--- config.mk ---
export PLATFORM = sky130hd
export DESIGN_NAME = serial_full_adder
export DESIGN_NICKNAME = d
export VERILOG_FILES = /design/src/rtl/arith_pkg.sv /design/src/rtl/full_adder.sv /design/src/rtl/serial_full_adder.sv
export SDC_FILE = /design/constraint.sdc
export NUM_CORES = 1
export LEC_CHECK = 0
export CORE_ASPECT_RATIO = 0.8
export CORE_MARGIN = 2
export CORE_UTILIZATION = 50
export DETAILED_ROUTE_END_ITERATION = 7
export PLACE_DENSITY = 0.71
export REMOVE_ABC_BUFFERS = 1
export SETUP_SLACK_MARGIN = 0.2
export SLEW_MARGIN = 40
export SYNTH_ARGS = -nofsm -noshare
export SYNTH_HDL_FRONTEND = slang
export SYNTH_SLANG_ARGS = --single-unit
export TNS_END_PERCENT = 30
--- constraint.sdc ---
create_clock -name clk -period 1.3 [get_ports clk]
set_input_delay 0.13 -clock clk [delete_from_list [all_inputs] [get_ports clk]]
set_output_delay 0.13 -clock clk [all_outputs]
set_load 0.03 [all_outputs]
--- src/rtl/arith_pkg.sv ---
`default_nettype none
// ============================================================================
// Module   : arith_pkg
// Purpose  : Shared types and state encodings for the bit-serial arithmetic
//            blocks (serial adder and serial subtractor).
// Revision : 1.0 - initial release
// ============================================================================
package arith_pkg;

  // Raw state encodings, kept as constants so sibling serial datapaths can
  // decode the same values without depending on the enum type.
  localparam logic [1:0] ST_IDLE = 2'd0;
  localparam logic [1:0] ST_RUN  = 2'd1;
  localparam logic [1:0] ST_DONE = 2'd2;

  typedef enum logic [1:0] {
    IDLE = ST_IDLE,
    RUN  = ST_RUN,
    DONE = ST_DONE
  } sfa_state_t;

endpackage : arith_pkg
`default_nettype wire

--- src/rtl/full_adder.sv ---
`default_nettype none
// ============================================================================
// Module   : full_adder
// Purpose  : Single-bit combinational full-adder cell.
// Revision : 1.0 - initial release
// ============================================================================
module full_adder (
  input  logic a,
  input  logic b,
  input  logic c_in,
  output logic sum,
  output logic c_out
);

  assign sum   = a ^ b ^ c_in;
  assign c_out = (a & b) | (a & c_in) | (b & c_in);

endmodule : full_adder
`default_nettype wire

--- src/rtl/serial_full_adder.sv ---
`default_nettype none
// ============================================================================
// Module   : serial_full_adder
// Purpose  : Bit-serial WIDTH-bit adder computing a + b + c_in one bit per
//            clock, LSB first, through one full-adder cell and a registered
//            carry. Start/busy/done handshake; all outputs registered.
// Revision : 1.0 - initial release
// ============================================================================
module serial_full_adder
  import arith_pkg::*;
#(
  parameter int WIDTH = 8
) (
  input  logic             clk,
  input  logic             rst,
  input  logic             start,
  input  logic [WIDTH-1:0] a,
  input  logic [WIDTH-1:0] b,
  input  logic             c_in,
  output logic             busy,
  output logic             done,
  output logic [WIDTH-1:0] sum,
  output logic             c_out
);

  // Counter holds 0..WIDTH so it never wraps inside one operation.
  localparam int               CNT_W    = $clog2(WIDTH + 1);
  localparam logic [CNT_W-1:0] LAST_CNT = CNT_W'(WIDTH - 1);

  sfa_state_t       state_q, state_d;
  logic [WIDTH-1:0] a_sh_q,  a_sh_d;
  logic [WIDTH-1:0] b_sh_q,  b_sh_d;
  logic             carry_q, carry_d;
  logic [CNT_W-1:0] cnt_q,   cnt_d;
  logic [WIDTH-1:0] sum_q,   sum_d;
  logic             c_out_q, c_out_d;

  logic             w_fa_s;
  logic             w_fa_cy;
  logic             w_load;
  logic             w_step;
  logic [WIDTH-1:0] w_word;

  full_adder u_fa (
    .a     (a_sh_q[0]),
    .b     (b_sh_q[0]),
    .c_in  (carry_q),
    .sum   (w_fa_s),
    .c_out (w_fa_cy)
  );

  assign w_load = (state_q != RUN) && start;
  assign w_step = (state_q == RUN);

  // Result assembly. Only WIDTH-1 bits need storing: the final sum bit comes
  // straight from the cell on the edge that enters DONE.
  if (WIDTH > 1) begin : g_res_multi
    logic [WIDTH-2:0] res_q, res_d;

    // Next-state for the partial-result shift register (new bit at the MSB).
    always_comb begin
      res_d = res_q;
      if (w_load) begin
        res_d = '0;
      end else if (w_step) begin
        res_d = (WIDTH-1)'({w_fa_s, res_q} >> 1);
      end
    end

    // Partial-result register.
    always_ff @(posedge clk) begin
      if (rst) begin
        res_q <= '0;
      end else begin
        res_q <= res_d;
      end
    end

    assign w_word = {w_fa_s, res_q};
  end else begin : g_res_single
    assign w_word = w_fa_s;
  end

  // Next-state and datapath control for the IDLE/RUN/DONE sequencer.
  always_comb begin
    state_d = state_q;
    a_sh_d  = a_sh_q;
    b_sh_d  = b_sh_q;
    carry_d = carry_q;
    cnt_d   = cnt_q;
    sum_d   = sum_q;
    c_out_d = c_out_q;

    case (state_q)
      IDLE: begin
        if (start) begin
          a_sh_d  = a;
          b_sh_d  = b;
          carry_d = c_in;
          cnt_d   = '0;
          state_d = RUN;
        end
      end
      RUN: begin
        // start is deliberately ignored here; operands are already captured.
        a_sh_d  = a_sh_q >> 1;
        b_sh_d  = b_sh_q >> 1;
        carry_d = w_fa_cy;
        cnt_d   = cnt_q + CNT_W'(1);
        if (cnt_q == LAST_CNT) begin
          state_d = DONE;
          sum_d   = w_word;
          c_out_d = w_fa_cy;
        end
      end
      DONE: begin
        // Back-to-back restart with no idle gap when start is already high.
        if (start) begin
          a_sh_d  = a;
          b_sh_d  = b;
          carry_d = c_in;
          cnt_d   = '0;
          state_d = RUN;
        end else begin
          state_d = IDLE;
        end
      end
      default: begin
        state_d = IDLE;
      end
    endcase
  end

  // State, operand, carry, counter and result registers.
  always_ff @(posedge clk) begin
    if (rst) begin
      state_q <= IDLE;
      a_sh_q  <= '0;
      b_sh_q  <= '0;
      carry_q <= 1'b0;
      cnt_q   <= '0;
      sum_q   <= '0;
      c_out_q <= 1'b0;
    end else begin
      state_q <= state_d;
      a_sh_q  <= a_sh_d;
      b_sh_q  <= b_sh_d;
      carry_q <= carry_d;
      cnt_q   <= cnt_d;
      sum_q   <= sum_d;
      c_out_q <= c_out_d;
    end
  end

  assign busy  = (state_q == RUN);
  assign done  = (state_q == DONE);
  assign sum   = sum_q;
  assign c_out = c_out_q;

endmodule : serial_full_adder
`default_nettype wire

==> report_table.html <==
<table>
<tr><th>Metric</th><th>Value</th></tr>
<tr><th colspan="2">Outcome</th></tr>
<tr><td>Run status</td><td>finished, final reports clean</td></tr>
<tr><th colspan="2">Detailed routing</th></tr>
<tr><td>Post-DRT Antenna Nets</td><td>0</td></tr>
<tr><td>Wire length after detailed routing</td><td>4.26 mm</td></tr>
<tr><td>Count of routing violations after the opening detailed-route iteration</td><td>56</td></tr>
<tr><td>Via count</td><td>1528</td></tr>
<tr><td>Per-cell routed wire length</td><td>15.4 um</td></tr>
<tr><td>Vias per Instance</td><td>5.52</td></tr>
<tr><td>DRC</td><td>0</td></tr>
<tr><td>Count of TritonRoute iterations in the first routing pass</td><td>4</td></tr>
<tr><th colspan="2">Floorplan</th></tr>
<tr><td>Y dimension of the die</td><td>59.7 um</td></tr>
<tr><td>Top-level port count</td><td>31</td></tr>
<tr><td>Starting Density</td><td>51.7%</td></tr>
<tr><td>Overall die width</td><td>73.6 um</td></tr>
<tr><td>Die Footprint</td><td>0.00440 mm2</td></tr>
<tr><td>Core footprint</td><td>0.00375 mm2</td></tr>
<tr><td>Floorplan row count</td><td>20</td></tr>
<tr><th colspan="2">Timing</th></tr>
<tr><td>Maximum operating frequency</td><td>817 MHz</td></tr>
<tr><td>Setup violators final</td><td>0</td></tr>
<tr><td>Shortest clock period the worst path allows after layout</td><td>1.22 ns</td></tr>
<tr><td>Unrepaired setup endpoints after global routing</td><td>yes</td></tr>
<tr><td>Transition time of the tightest slew-check pin</td><td>0.245 ns</td></tr>
<tr><td>Fin Setup TNS</td><td>0 ns</td></tr>
<tr><td>Number of endpoints with negative hold slack in the final report</td><td>0</td></tr>
<tr><td>Final Max Slew Viols</td><td>0</td></tr>
<tr><td>Max transition margin</td><td>83.6%</td></tr>
<tr><td>Final Worst Setup Slack</td><td>0.0762 ns</td></tr>
<tr><td>Share of the clock period used by the worst path after layout</td><td>94.1%</td></tr>
<tr><td>Worst Clk Skew</td><td>0.00390 ns</td></tr>
<tr><th colspan="2">Worst setup path</th></tr>
<tr><td>Critical path endpoint</td><td>cnt_q[2]</td></tr>
<tr><td>Cells traversed along the worst timing path</td><td>ha_4 &gt; buf_4 &gt; buf_4 &gt; nand2b_1 &gt; a311oi_1</td></tr>
<tr><td>CP max FO</td><td>2</td></tr>
<tr><td>Endpoint of the worst-slack reg-to-reg timing path</td><td>cnt_q[2]</td></tr>
<tr><td>Reg2reg setup slack</td><td>0.08 ns</td></tr>
<tr><td>Worst path slowest cell</td><td>dfxtp_2</td></tr>
<tr><td>Crit path largest cell delay</td><td>0.34 ns</td></tr>
<tr><td>Arrival @ worst endpoint</td><td>1.42 ns</td></tr>
<tr><td>Worst path most repeated cell</td><td>buf_4</td></tr>
<tr><td>Worst Setup End Kind</td><td>register</td></tr>
<tr><td>Worst setup path category</td><td>reg -&gt; reg</td></tr>
<tr><td>Launching point of the worst reg2reg path</td><td>cnt_q[0]</td></tr>
<tr><td>Critical path startpoint</td><td>cnt_q[0]</td></tr>
<tr><td>R2R depth</td><td>5</td></tr>
<tr><td>CP startpoint kind</td><td>register</td></tr>
<tr><td>Worst EP required</td><td>1.50 ns</td></tr>
<tr><th colspan="2">Synthesis</th></tr>
<tr><td>Dominant cell type by area after synthesis</td><td>dfxtp_1</td></tr>
<tr><td>Fraction of synthesized cell area taken by the top area cell type</td><td>40.3%</td></tr>
<tr><td>Count of mapped cells out of synthesis</td><td>183</td></tr>
<tr><td>Top area cells in the synthesized netlist</td><td>dfxtp_1, mux2i_1, nand2b_1</td></tr>
<tr><td>Sequential-to-total area share from yosys stat</td><td>40.3%</td></tr>
<tr><td>Area of the mapped netlist</td><td>0.00194 mm2</td></tr>
<tr><td>Distinct cell type count of the synthesized netlist</td><td>30</td></tr>
<tr><td>Post-synthesis sequential element count</td><td>39</td></tr>
<tr><td>Yosys synthesis warning count</td><td>0</td></tr>
<tr><td>Syn avg cell area</td><td>10.6 um2</td></tr>
<tr><th colspan="2">Clocking</th></tr>
<tr><td>Root Buffer Master</td><td>clkbuf_8</td></tr>
<tr><td>CTS Hold Buffers Added</td><td>0</td></tr>
<tr><td>Clk slew on worst S/H paths</td><td>0.07 ns</td></tr>
<tr><td>Clock sinks</td><td>39</td></tr>
<tr><td>TritonCTS clock tree</td><td>built</td></tr>
<tr><td>Number of H-tree levels</td><td>2</td></tr>
<tr><td>Number of buffers inserted during clock tree synthesis</td><td>5</td></tr>
<tr><td>Buffers from clock root to sink, at most</td><td>2</td></tr>
<tr><td>Latest clock arrival within the worst-skew pair</td><td>0.29 ns</td></tr>
<tr><th colspan="2">Finish</th></tr>
<tr><td>Fill count</td><td>283</td></tr>
<tr><td>NumNets Final</td><td>254</td></tr>
<tr><td>Most common cell after layout, fill and taps aside</td><td>dfxtp_1</td></tr>
<tr><td>Fraction of layout cells with a size suffix above 1</td><td>34.3%</td></tr>
<tr><td>FF/Latch Area</td><td>792 um2</td></tr>
<tr><td>Synthesis-to-finish area growth</td><td>33.9%</td></tr>
<tr><td>Top library cells by usage in the layout, fill and taps aside</td><td>dfxtp_1, mux2i_1, nand2b_1, buf_4, clkdlybuf4s50_1</td></tr>
<tr><td>Antenna Cells</td><td>0</td></tr>
<tr><td>Multi-input gate area in the final layout</td><td>0.00106 mm2</td></tr>
<tr><th colspan="2">GRT</th></tr>
<tr><td>Wire length of the first global-routing pass</td><td>7.19 mm</td></tr>
<tr><td>Via count of the first global-routing pass</td><td>1493</td></tr>
<tr><td>Global-route congestion overflow total</td><td>0</td></tr>
<tr><td>Maximum number of pins on one net before global-route repair</td><td>21</td></tr>
<tr><td>Global Route Usage Sum</td><td>21.7%</td></tr>
<tr><td>Initial antenna violation count</td><td>0</td></tr>
<tr><th colspan="2">Power and ir drop</th></tr>
<tr><td>Largest voltage drop on the vdd net</td><td>0.609 mV</td></tr>
<tr><td>Leakage power figure</td><td>0.000931 uW</td></tr>
<tr><td>Total Power Consumption</td><td>2770 uW</td></tr>
<tr><td>PD cells</td><td>1070 mW/mm2</td></tr>
<tr><th colspan="2">Hold path</th></tr>
<tr><td>Worst min-delay path category</td><td>reg -&gt; reg</td></tr>
<tr><td>Start point of the worst min-delay path</td><td>sum[5]</td></tr>
<tr><th colspan="2">Place</th></tr>
<tr><td>Count of buffers from port buffering</td><td>30</td></tr>
<tr><td>Detailed placement HPWL</td><td>2.47 mm</td></tr>
<tr><td>Last weighted congestion value of the routability-driven placer</td><td>0.736</td></tr>
<tr><td>Post-Place Worst Slack</td><td>-0.165 ns</td></tr>
<tr><th colspan="2">Flow run</th></tr>
<tr><td>Maximum Capacitance Violations</td><td>0</td></tr>
</table>
-- synthesized netlist by cell type --
master    instances
buf_6             5
nand2_1           8
nor3_1            6
ha_1              1
buf_4             3
o21a_1            2
fa_1              1
nor2b_1           2
nand2_4           1
a21oi_1          11
nand2b_4          1
nor3_2           10
nor2_8            1
nand4b_1          2
buf_2             4
buf_1             1
a311oi_1          1
a211oi_1          5
nand3b_1          8
nand3_1           4
clkbuf_1          2
mux2i_1          26
a211oi_2         10
o311ai_1          1
inv_8             1
buf_12            1
or4b_1            1
nor2_1            3
nand2b_1         22
dfxtp_1          39
-- power breakdown --
part	switching (uW)	internal (uW)	leakage (uW)
sequential	51.1	1260	0.000321
clock	430	485	0.0000515
combinational	262	282	0.000558
total	743	2030	0.000931
-- layer usage --
layer	vias to the layer above	wire length, um	track usage [%]
met5	-	0	0
met4	0	85	8.83
met3	10	127	4.55
met2	28	2010	34.2
met1	737	2030	29.3
li1	753	-	-
-- worst max-delay path: cells and delay by family, from the launching register on --
family,cells,cell delay [ns]
compound gates,1,0.27
flops,1,0.34
buf+inv,2,0.24
simple gates,1,0.13
fa+ha+maj,1,0.15
-- registers in the layout (all words and copies together), names as in the netlist --
signal             flops
a_sh_q                 8
b_sh_q                 8
sum                    8
g_res_multi.res_q      7
cnt_q                  4
state_q                2
c_out                  1
carry_q                1
-- metrics by stage --
| step | hold WS [ns] | area, um2 | utilization [%] | std cells |
|---|---|---|---|---|
| after detailed placement | 0.459 | 2280 | 60.8 | 254 |
| after global routing | 0.489 | 2600 | 69.2 | 277 |
| final | 0.474 | 2600 | 69.2 | 277 |
| after floorplan | 0.195 | 1810 | - | 167 |
| after global placement | 0.458 | 2280 | 60.8 | 254 |
| after CTS | 0.478 | 2570 | 68.4 | 276 |
-- worst min path at each step --
stage                            to  slack, ns  cells after the start
after floorplan           a_sh_q[0]       0.19                      1
after global placement       sum[7]       0.46                      2
after detailed placement     sum[3]       0.46                      2
after CTS                    sum[3]       0.48                      2
after global routing         sum[6]       0.49                      2
final                        sum[5]       0.47                      2
-- cell type report --
class	instances	area share [%]
Timing Repair inverter	1	0.434
Multi-Input combinational cell	128	40.8
Sequential cell	39	30.5
Tap cell	44	2.12
Timing Repair Buffer	56	21.6
Inverter	1	0.627
Clock buffer	8	3.86
-- timing repair --
action                                  in CTS  in global routing
setup buffers                               12                  1
gates resized for setup                     46                  6
cloned                                       2                  0
pin swaps                                    4                  4
endpoints found under the setup margin      49                 40
hold endpoints to repair                     0                  0
-- logic make-up after synthesis --
family | count (synthesis) | synth area share [%]
AOI/OAI and AO/OA | 30 | 12.9
adders and majority gates | 2 | 1.68
buffers and inverters | 17 | 7.29
DFF | 39 | 40.3
muxes | 26 | 13.4
and+or+nand+nor | 69 | 24.5
Note: power is estimated with default switching activity, not from simulation.
